<file path="config.mk">
export PLATFORM = sky130hd
export DESIGN_NAME = vdp_port
export DESIGN_NICKNAME = d
export VERILOG_FILES = /design/src/rtl/vdp_port.sv
export SDC_FILE = /design/constraint.sdc
export NUM_CORES = 1
export LEC_CHECK = 0
export BUFFER_PORTS_ARGS = -buffer_cell sky130_fd_sc_hd__buf_2
export CORE_ASPECT_RATIO = 1.4
export CORE_MARGIN = 5
export CORE_UTILIZATION = 50
export CTS_CLUSTER_SIZE = 24
export DETAILED_ROUTE_END_ITERATION = 10
export PLACE_DENSITY_LB_ADDON = 0.08
export SKIP_LAST_GASP = 1
export SLEW_MARGIN = 30
export SYNTH_ARGS = -nofsm -noshare
export SYNTH_HDL_FRONTEND = slang
export SYNTH_SLANG_ARGS = --single-unit
</file>
<file path="constraint.sdc">
create_clock -name clk -period 3.1 [get_ports clk]
set_clock_uncertainty 0.1 [all_clocks]
set_input_delay 0.62 -clock clk [delete_from_list [all_inputs] [get_ports clk]]
set_output_delay 0.62 -clock clk [all_outputs]
set_load 0.02 [all_outputs]
</file>
<file path="src/rtl/vdp_port.sv">
// vdp_port: Z80-side VDP port controller.
//
// It decodes the two-byte control latch, data port accesses and status
// reads. It drives a single-outstanding VRAM req/ack channel, backed by a
// one-deep command slot, plus CRAM write strobes, the register file, the
// status flags and the interrupt line.
//
// VRAM channel handshake: vram_req rises with vram_we/vram_addr/vram_wdata
// and holds them stable until a cycle in which vram_ack is high. That cycle
// completes the access; vram_rdata is taken in the same cycle for reads, and
// vram_req drops on the following cycle. An ack while vram_req is low means
// nothing.
module vdp_port #(
  parameter int ADDR_BITS = 14,
  parameter int NUM_REGS  = 11,
  parameter int CRAM_BITS = 5
) (
  input  logic                  clk,
  input  logic                  reset,
  input  logic                  wr_ctrl,
  input  logic                  wr_data,
  input  logic                  rd_ctrl,
  input  logic                  rd_data,
  input  logic [7:0]            cpu_din,
  output logic [7:0]            cpu_dout,
  output logic                  vram_req,
  output logic                  vram_we,
  output logic [ADDR_BITS-1:0]  vram_addr,
  output logic [7:0]            vram_wdata,
  input  logic                  vram_ack,
  input  logic [7:0]            vram_rdata,
  output logic                  cram_we,
  output logic [CRAM_BITS-1:0]  cram_addr,
  output logic [7:0]            cram_wdata,
  output logic [8*NUM_REGS-1:0] regs,
  input  logic                  frame_set,
  input  logic                  line_set,
  input  logic                  ovf_set,
  input  logic                  coll_set,
  input  logic [4:0]            sprite5,
  output logic                  n_int,
  output logic                  overrun
);

  typedef enum logic [1:0] {ST_IDLE, ST_ACCESS, ST_SLOT} state_t;

  state_t               state_q;
  state_t               state_d;
  logic                 pending;
  logic [7:0]           lo;
  logic [1:0]           code;
  logic [ADDR_BITS-1:0] addr;
  logic [7:0]           read_buf;
  logic                 frame_f;
  logic                 line_f;
  logic                 ovf_f;
  logic                 coll_f;
  logic                 slot_full;
  logic                 slot_we;
  logic [7:0]           slot_wdata;
  logic [7:0]           reg_file [NUM_REGS];

  // Command decode
  logic                 ctrl_second;
  logic [1:0]           new_code;
  logic [ADDR_BITS-1:0] new_addr;
  logic                 data_cram;
  logic                 enq_write;
  logic                 enq_read;
  logic                 enq;
  logic [ADDR_BITS-1:0] enq_addr;
  logic                 ack_take;
  logic                 busy;
  logic                 slot_free;
  logic                 to_slot;
  logic                 drop;
  logic                 reload;
  logic [1:0]           addr_inc;

  assign ctrl_second = wr_ctrl & pending;
  assign new_code    = cpu_din[7:6];
  assign new_addr    = ADDR_BITS'({cpu_din[5:0], lo});
  assign data_cram   = wr_data & (code == 2'd3);
  assign enq_write   = wr_data & (code != 2'd3);
  assign enq_read    = rd_data | (ctrl_second & (new_code == 2'd0));
  assign enq         = enq_write | enq_read;
  // A code-0 control write targets the address it is loading right now.
  assign enq_addr    = ctrl_second ? new_addr : addr;
  assign ack_take    = (state_q == ST_ACCESS) & vram_ack;
  assign busy        = (state_q != ST_IDLE);
  // In SLOT the slot empties this cycle, so a new command can take its place.
  assign slot_free   = ~slot_full | (state_q == ST_SLOT);
  assign to_slot     = enq & busy & slot_free;
  assign drop        = enq & busy & ~slot_free;
  // A register write leaves the address alone while an access is in flight.
  assign reload      = ctrl_second & ~(busy & (new_code == 2'd2));
  assign addr_inc    = {1'b0, ack_take} + {1'b0, data_cram};

  assign n_int = ~((frame_f & reg_file[1][5]) | (line_f & reg_file[0][4]));

  // Flatten the register file onto the regs bus
  for (genvar g = 0; g < NUM_REGS; g++) begin : g_regs
    assign regs[8*g +: 8] = reg_file[g];
  end

  // Access FSM state register
  always_ff @(posedge clk) begin
    if (reset) state_q <= ST_IDLE;
    else       state_q <= state_d;
  end

  // Access FSM next state
  always_comb begin
    state_d = state_q;
    case (state_q)
      ST_IDLE:   if (enq) state_d = ST_ACCESS;
      ST_ACCESS: if (ack_take) state_d = (slot_full | to_slot) ? ST_SLOT : ST_IDLE;
      ST_SLOT:   state_d = ST_ACCESS;
      default:   state_d = ST_IDLE;
    endcase
  end

  // VRAM request channel and the one-deep command slot
  always_ff @(posedge clk) begin
    if (reset) begin
      vram_req   <= 1'b0;
      vram_we    <= 1'b0;
      vram_addr  <= '0;
      vram_wdata <= 8'h00;
      slot_full  <= 1'b0;
      slot_we    <= 1'b0;
      slot_wdata <= 8'h00;
      overrun    <= 1'b0;
    end else begin
      case (state_q)
        ST_IDLE: begin
          if (enq) begin
            vram_req   <= 1'b1;
            vram_we    <= enq_write;
            vram_addr  <= enq_addr;
            vram_wdata <= cpu_din;
          end
        end
        ST_ACCESS: begin
          if (ack_take) vram_req <= 1'b0;
        end
        ST_SLOT: begin
          vram_req   <= 1'b1;
          vram_we    <= slot_we;
          vram_addr  <= addr;
          vram_wdata <= slot_wdata;
        end
        default: vram_req <= 1'b0;
      endcase
      if (state_q == ST_SLOT) slot_full <= 1'b0;
      if (to_slot) begin
        slot_full  <= 1'b1;
        slot_we    <= enq_write;
        slot_wdata <= cpu_din;
      end
      if (drop) overrun <= 1'b1;
    end
  end

  // Control latch, address pointer, read buffer and register file
  always_ff @(posedge clk) begin
    if (reset) begin
      pending  <= 1'b0;
      lo       <= 8'h00;
      code     <= 2'd0;
      addr     <= '0;
      read_buf <= 8'h00;
      for (int i = 0; i < NUM_REGS; i++) reg_file[i] <= 8'h00;
    end else begin
      if (wr_ctrl)                          pending <= ~pending;
      else if (rd_ctrl | rd_data | wr_data) pending <= 1'b0;
      if (wr_ctrl & ~pending) lo <= cpu_din;
      if (ctrl_second) code <= new_code;
      if (reload) addr <= new_addr;
      else        addr <= addr + ADDR_BITS'(addr_inc);
      if (ack_take & ~vram_we) read_buf <= vram_rdata;
      else if (enq_write)      read_buf <= cpu_din;
      if (ctrl_second & (new_code == 2'd2)) begin
        for (int i = 0; i < NUM_REGS; i++)
          if (cpu_din[5:0] == 6'(i)) reg_file[i] <= lo;
      end
    end
  end

  // CPU read data, CRAM strobe and status flags (a set beats a clear)
  always_ff @(posedge clk) begin
    if (reset) begin
      cpu_dout   <= 8'h00;
      cram_we    <= 1'b0;
      cram_addr  <= '0;
      cram_wdata <= 8'h00;
      frame_f    <= 1'b0;
      line_f     <= 1'b0;
      ovf_f      <= 1'b0;
      coll_f     <= 1'b0;
    end else begin
      if (rd_data)      cpu_dout <= read_buf;
      else if (rd_ctrl) cpu_dout <= {frame_f, ovf_f, coll_f, ovf_f ? sprite5 : 5'h1F};
      cram_we <= data_cram;
      if (data_cram) begin
        cram_addr  <= addr[CRAM_BITS-1:0];
        cram_wdata <= cpu_din;
      end
      frame_f <= frame_set | (frame_f & ~rd_ctrl);
      line_f  <= line_set  | (line_f  & ~rd_ctrl);
      ovf_f   <= ovf_set   | (ovf_f   & ~rd_ctrl);
      coll_f  <= coll_set  | (coll_f  & ~rd_ctrl);
    end
  end

endmodule
</file>
* Word level (Yosys, flattened, before mapping)
Memory sizes are Yosys's and may differ from the RTL's.
Cells that the tools add are included.
** Storage, ports and cells
- Register bits :: 96
- RAM bits :: 88
- Bits of input ports :: 32
- Output and inout port bits :: 136
- Memories kept :: 1
** Cells by class
- Add/sub/neg operators :: 2
- Eq/ne operators :: 17
- Muxes and demuxes :: 81
- Bitwise gates (word level) :: 48
- Reductions and logical operators :: 11
** Memories
- reg_file :: depth 11, bits a word 8, read ports 11, clocked after Yosys merged registers in 0, wr ports 11, line 61 : logic [7:0] reg_file [NUM_REGS];
** Operators with widths (count)
- two-way mux 8 bit :: 16
- two-way mux 1 bit :: 53
- two-way mux 14 bit :: 3
- case mux 14 bit (2 select lines) :: 1
- == test 6 x 3 -> 1 bit (second input constant) :: 4
- OR 1 bit :: 22
- bitwise AND 1 bit :: 19
- == test 6 x 4 -> 1 bit (second input constant) :: 3
- case mux 8 bit (2 select lines) :: 1
- adder 14 x 2 -> 14 bit :: 1
- == test 6 x 2 -> 1 bit (second input constant) :: 2
- nonzero test 2 bit :: 6
- NOT 1 bit :: 7
- == test 2 bit (second input constant) :: 3
- == test 6 x 1 -> 1 bit (second input constant) :: 1
- logical NOT 6 bit :: 1
- two-way mux 2 bit :: 3
- inequality test 2 bit (second input constant) :: 3
- case mux 2 bit (3 select lines) :: 1
- two-way mux 5 bit :: 1
- logical NOT 2 bit :: 2
- AND reduction 2 bit :: 2
- case mux 1 bit (3 select lines) :: 1
- adder 1 x 1 -> 2 bit :: 1
- 2 further kinds :: 2

* Depth between registers and ports, before layout
Gate-level depths: netlist of the first run.
- Depth after elaboration :: 10
- Gate-level depth with buffers :: 10
- Mapped depth without buffers :: 8

* Least setup slack after synthesis of the first run
No wires, ideal clock.
- Kind :: input to register
- Start point :: in wr_data
- End point :: reg addr[10]
- Setup time :: 0.086 ns
- Arrival time :: 2.415 ns
- Required time :: 2.914 ns
- Slack :: 0.500 ns
- Stages on the path :: 10
- Cell sequence :: nand3_1 > inv_1 > buf_1 > fa_1 > ha_1 > and3_1 > clkbuf_1 > nand4_1 > xor2_1 > a211oi_1
** Between the ends
- Longest elaborated chain between the ends :: 4
** RTL lines
- start, declared :: line 21 : input logic wr_data,
- bitwise AND 1 bit :: line 83 : assign data_cram = wr_data & (code == 2'd3);
- named net data_cram :: line 67 : logic data_cram;
- adder 1 x 1 -> 2 bit :: line 97 : assign addr_inc = {1'b0, ack_take} + {1'b0, data_cram};
- adder 14 x 2 -> 14 bit :: line 180 : else addr <= addr + ADDR_BITS'(addr_inc);
- two-way mux 14 bit :: line 179 : if (reload) addr <= new_addr;
- end signal, assigned :: line 179
- end signal, assigned :: line 180
- end, declared :: line 52 : logic [ADDR_BITS-1:0] addr;
The timed path passes the listed nets, and every way through them passes these cells.
A chain may end at the register's enable or synchronous reset.

==> results of run 1 <==
-- power breakdown --
| group | internal [W] | total, W | switching (W) |
|---|---|---|---|
| Combinational | 0.000177 | 0.000533 | 0.000356 |
| Clock | 0.00111 | 0.00200 | 0.000894 |
| Sequential | 0.00266 | 0.00274 | 0.0000739 |
| Total | 0.00395 | 0.00527 | 0.00132 |
-- worst max-delay path, cell delays in order --
cell and delay [ps]:
buf_2 160, or4b_4 560, nor4b_4 490, nand3_2 250
nand2b_1 330
-- per-stage QoR --
step	hold WS (ps)	util (%)
final	306.3	61.50
after CTS	285.9	61.50
after global routing	299.2	61.50
after floorplan	336.7	-
after detailed placement	347.5	57.67
after global placement	346.0	57.67
-- worst max path at each step --
stage / from / to / slack [ps] / cells after the start
2_1_floorplan: wr_data / addr[10] / 500 / 10
3_3_place_gp: cpu_din[4] / reg_file[7][6] / 290 / 5
3_5_place_dp: cpu_din[7] / reg_file[7][5] / 230 / 5
4_1_cts: cpu_din[7] / reg_file[7][5] / 680 / 5
5_1_grt: cpu_din[7] / reg_file[7][4] / 610 / 5
6_report: cpu_din[7] / reg_file[7][4] / 670 / 5
-- area by class of cell --
class	count	area [um2]
fill	1247	5535
sequential	184	4564
multi-input combinational	448	2446
timing repair buffer	185	973.4
clock buffer	18	429.2
tap	189	236.5
clock inverter	13	122.6
inverter	19	71.32
-- cell families (layout without fill, tap and decap cells) --
group	count (synthesis)	count (layout)	share of synthesized area (%)
AND/OR/NAND/NOR	289	289	17.42
flip-flops	184	184	62.55
buffers and inverters	72	235	3.961
multiplexers	26	26	3.567
adder cells (fa/ha/maj)	2	2	0.4458
AO/OA/AOI/OAI	120	120	10.73
XOR/XNOR	11	11	1.320
-- layer usage --
layer	vias to the layer above	global-route usage, %	routed length (um)
li1	2723	-	-
met1	2615	23.91	6900
met4	0	7.102	280
met3	19	5.301	1226
met2	179	37.94	9416
met5	-	0	0
-- sequential cells by signal, indices dropped and copies added (netlist names), 8 cells and up --
| signal | cells |
|---|---|
| cpu_dout | 8 |
| vram_wdata | 8 |
| addr | 14 |
| reg_file | 88 |
| slot_wdata | 8 |
| cram_wdata | 8 |
| read_buf | 8 |
| lo | 8 |
| vram_addr | 14 |
-- cells in the final DEF, fill, tap and decap left out, types with 7 or more instances in the layout --
master,n
a211oi_1,28
a21oi_1,45
a311oi_1,19
buf_2,166
buf_4,19
clkbuf_16,17
dfxtp_1,96
edfxtp_1,88
inv_1,19
mux2i_1,26
nand2_1,68
nand2b_1,19
nand3_1,7
nor2_1,167
o21ai_0,17
xor2_1,9
==> metrics, run 1 <==
CP endpoint kind flop; Layout area overhead 21.19%; Worst Hold Class primary input to flop; largest cells by area after synthesis edfxtp_1 36%, dfxtp_1 26%, nor2_1 8.6%; fin crit share between 70% and 80%; Hold Crit Endpoint ovf_f; hold_buf cts 0; Unique masters post-synth between 40 and 50; ANT nets after route 0; GRT overflow 0; internal reg-to-reg setup slack about 800 ps; top fanout value on the critical path 9; initial antenna violation count 0; Max-cap violations 0; P_leak between 3 and 4 nW; Tot GR Track Use between 20% and 30%; Yosys top cell by area edfxtp_1; RSZ-0062 raised after global routing no; Slew headroom a little over half; Initial Utilization between 50% and 60%; die area 17,140 um2; R2R Path End addr[10]; ys async rst share 0%; dpl ws roughly 230 ps; cells on worst reg2reg path 8; clk_lat worst skew between 400 and 500 ps; Post-Syn Area approximately 7300 um2; final wirelength between 15,000 and 20,000 um; final setup TNS 0 ps; Detailed Place HPWL about 13,000 um; Final Max Tran Viols 0; VDD IR max around 330 uV; Root Driver clkbuf_16; Die Height 152.9 um; top cell type's share of synthesized area between 30% and 40%; min cycle time layout 2427 ps; vias post-DR approximately 5,500; CTS Buffer Depth 2; syn avg cell area 10.37 um2; worst hold stages 3; CTS sink count between 150 and 200; global-route wire length before repair 28,390 um; leading cell types by count after synthesis 167 x nor2_1, 96 x dfxtp_1, 88 x edfxtp_1, 68 x nand2_1, 45 x a21oi_1; critical path type primary input to flop; core footprint about 14,000 um2; count leader, synth nor2_1; Inserted Clock Buffers 17; nature of the critical path startpoint primary input; final hold viol count 0; Fmax around 400 MHz; Ant. Diodes 0; DRC violations left 0; Worst-Margin Slew about 680 ps; drt pass-1 iters 6; Synth Flop Type dfxtp_1; register area share after synthesis between 60% and 70%; Worst Path Arrival 2410 ps; dpl cells ~1,000; CTS tree done; min-delay src ovf_set; drt via density 5.242; setup bufs post-CTS 0; I/O Buffers roughly 170; status finished clean; htree depth 4; initial DRC count approximately 290; Power Density a little under 600 nW/um2; final net count 889; R2R Path Start state_q[1]; routed length per instance 16.88 um; post-layout instance area just under 9000 um2; setup violators final 0; area of placed instances between 8000 and 9000 um2; CP required between 3000 and 4000 ps; #FFs+latches synth around 180; row count 52; gpl congestion about 0.84; Die X ~110 um; yosys synthesis warning count 0; fin cells 1,056; Worst-path clk slew around 70 ps; vias in the first global route ~5,400; CTS resizes 0; Net Count, Synth about 740; final worst slack around 670 ps; EDFF count, synth 88; layout cell share with drive strength beyond 1 a little over a quarter; Design Power between 0.005 and 0.006 W; Cells after Synth about 700; num ports around 170; largest net degree at the start of global routing 52
Note: power is estimated with default switching activity, not from simulation.
==> run 2, diff against run 1 <==
CORE_UTILIZATION = 48   (was 50)
clock period = 2.1 ns   (was 3.1 ns; I/O delays follow)
==> run 2 against run 1 <==
Net effect:
- design area increased by 4.6%
- sequential cell count unchanged
- global-route usage up 0.10 points
- total power is 50% higher
- setup slack worse by 530 ps
- count of clock-buffer cells in the layout fell by 1
- critical path depth grew 2
- critical path type is now flop to flop
==> metrics, run 2 (synthesis results as in run 1) <==
fin crit share between 90% and 100%; CTS Buffer Depth 2 (unchanged); nature of the critical path startpoint flop; worst hold stages 3 (unchanged); multi-input logic area 2516 um2 (+2.9%); CTS sink count 184 (unchanged); initial DRC count 467 (+60%); Top Registers reg_file x88, addr x14, vram_addr x14; drt pass-1 iters 5 (-1); setup bufs post-CTS 0 (unchanged); RSZ-0062 raised after global routing no; vias post-DR 5,748 (+3.8%); Slew headroom 66.80% (+12 points); ANT nets after route 0 (unchanged); Max-cap violations 0 (unchanged); Initial Utilization 48.69% (-2.1 points); Worst Path Arrival 2200 ps (-210 ps); Worst Hold Class primary input to flop; layout cell share with drive strength beyond 1 31.16% (+5.1 points); commonest non-fill, non-tap cell in the layout nor2_1; DRC violations left 0 (unchanged); Fmax between 500 and 600 MHz; CP endpoint kind flop; Worst-path clk slew 80 ps (about the same); I/O Buffers 167 (unchanged); CP required 2350 ps (-740 ps); global-route wire length before repair 29,200 um (+2.8%); largest net degree at the start of global routing 49 (-5.8%); Final Max Tran Viols 0 (unchanged); routed length per instance 17.05 um (+0.99%); Die Height 155.9 um (+1.9%); final net count 926 (+4.2%); GRT overflow 0 (unchanged); VDD IR max 504.4 uV (+54%); status finished clean; area occupied by registers 4564 um2 (unchanged); P_leak 3.899 nW (+6.2%); final hold viol count 0 (unchanged); setup violators final 0 (unchanged); final hold slack 92.23 ps (-214.0 ps); critical path type flop to flop; gpl congestion 0.8617 (+2.6%); top fanout value on the critical path 3 (-6); Power Density 852.7 nW/um2 (+43%); row count 53 (+1.9%); num ports 168 (unchanged); vias in the first global route 5,554 (+2.8%); Largest Register reg_file; clk_lat worst skew 420 ps (about the same); Layout area overhead 26.71%; initial antenna violation count 0 (unchanged); Tot GR Track Use 21.07% (+0.10 points); commonest cells after routing, fill and taps aside 167 x nor2_1, 166 x buf_2, 96 x dfxtp_1, 88 x edfxtp_1, 67 x nand2_1; Fill cells 1,313 (+5.3%); Root Driver clkbuf_16; Detailed Place HPWL 13,630 um (+5.9%); Die X 114.2 um (+1.9%); CTS tree done; post-layout instance area 9246 um2 (+4.6%); final wirelength 18,700 um (+4.9%); Ant. Diodes 0 (unchanged); die area 17,800 um2 (+3.8%); drt via density 5.240 (about the same); htree depth 4 (unchanged); core footprint 14,990 um2 (+4.2%); min cycle time layout roughly 2000 ps; cells on worst reg2reg path 7 (-1); max FFs per register 88 (unchanged); area of placed instances 8681 um2 (+4.7%); Inserted Clock Buffers 17 (unchanged); Worst-Margin Slew 498.0 ps (-178.0 ps)
-- run 2: cell count changes in the layout (fill, tap and decap cells not counted), moves of 2 or more --
cell        before  now
buf_4           19   52
nand2b_1        19    9
buf_12           0    4
clkinv_4         4    2
clkinvlp_4       3    1
nand2b_2         0    6
inv_6            3    7
nand2b_4         0    4
inv_8            0    3
-- run 2: worst max-delay path, stage by stage (launching register included) --
cell and delay (ps):
dfxtp_1 310, nand3b_1 190, inv_1 90, fa_2 210, and4_1 270, nand3_1 160
or3_1 380, a31oi_1 170
-- run 2: final cells by class --
type                            instances  share of cell area, %
Clock buffer                           17                  4.601
Multi-Input combinational cell        448                  27.21
Sequential cell                       184                  49.36
Inverter                               19                 0.7713
Tap cell                              192                  2.598
Timing Repair Buffer                  222                  14.07
Clock inverter                         15                  1.380
-- run 2: final timing paths --
path / startpoint / endpoint / slack, ps
worst max-delay path: state_q[1] / addr[13] / 150
worst max register to register: state_q[1] / addr[13] / 150
worst min-delay path: ovf_set / ovf_f / 90
worst min register to register: cram_addr[2] / cram_addr[2] / 360
-- run 2: report_power, final --
group / internal, W / switching [W] / leakage (nW)
clock: 0.00156 / 0.00143 / 0.271
combinational: 0.000310 / 0.000549 / 1.94
sequential: 0.00393 / 0.000103 / 1.69
total: 0.00580 / 0.00208 / 3.90
-- run 2: timing repair --
item / 4_1_cts / 5_1_grt
hold buffers: 0 / 0
gates resized for setup: 0 / 3
endpoints found under the setup margin: 0 / 16
-- run 2: layer usage --
| metal | GRT usage [%] | part of all wire, % | vias up |
|---|---|---|---|
| met2 | 37.55 | 52 | 195 |
| li1 | - | - | 2797 |
| met5 | 0 | 0 | - |
| met4 | 7.923 | 2.6 | 0 |
| met1 | 25.18 | 40 | 2727 |
| met3 | 3.842 | 5.7 | 29 |
-- run 2: stage by stage --
step           setup TNS, ps  cells  utilization [%]  worst slack, ps  total power [W]
2_1_floorplan          -2946    704                -           -102.4         0.004634
3_3_place_gp           -6430   1065            57.92           -105.2         0.004955
3_5_place_dp           -8966   1065            57.92           -137.5         0.004975
4_1_cts                    0   1097            61.61            97.74         0.007941
5_1_grt                    0   1097            61.70            4.763         0.008166
6_report                   0   1097            61.70            146.5         0.007884
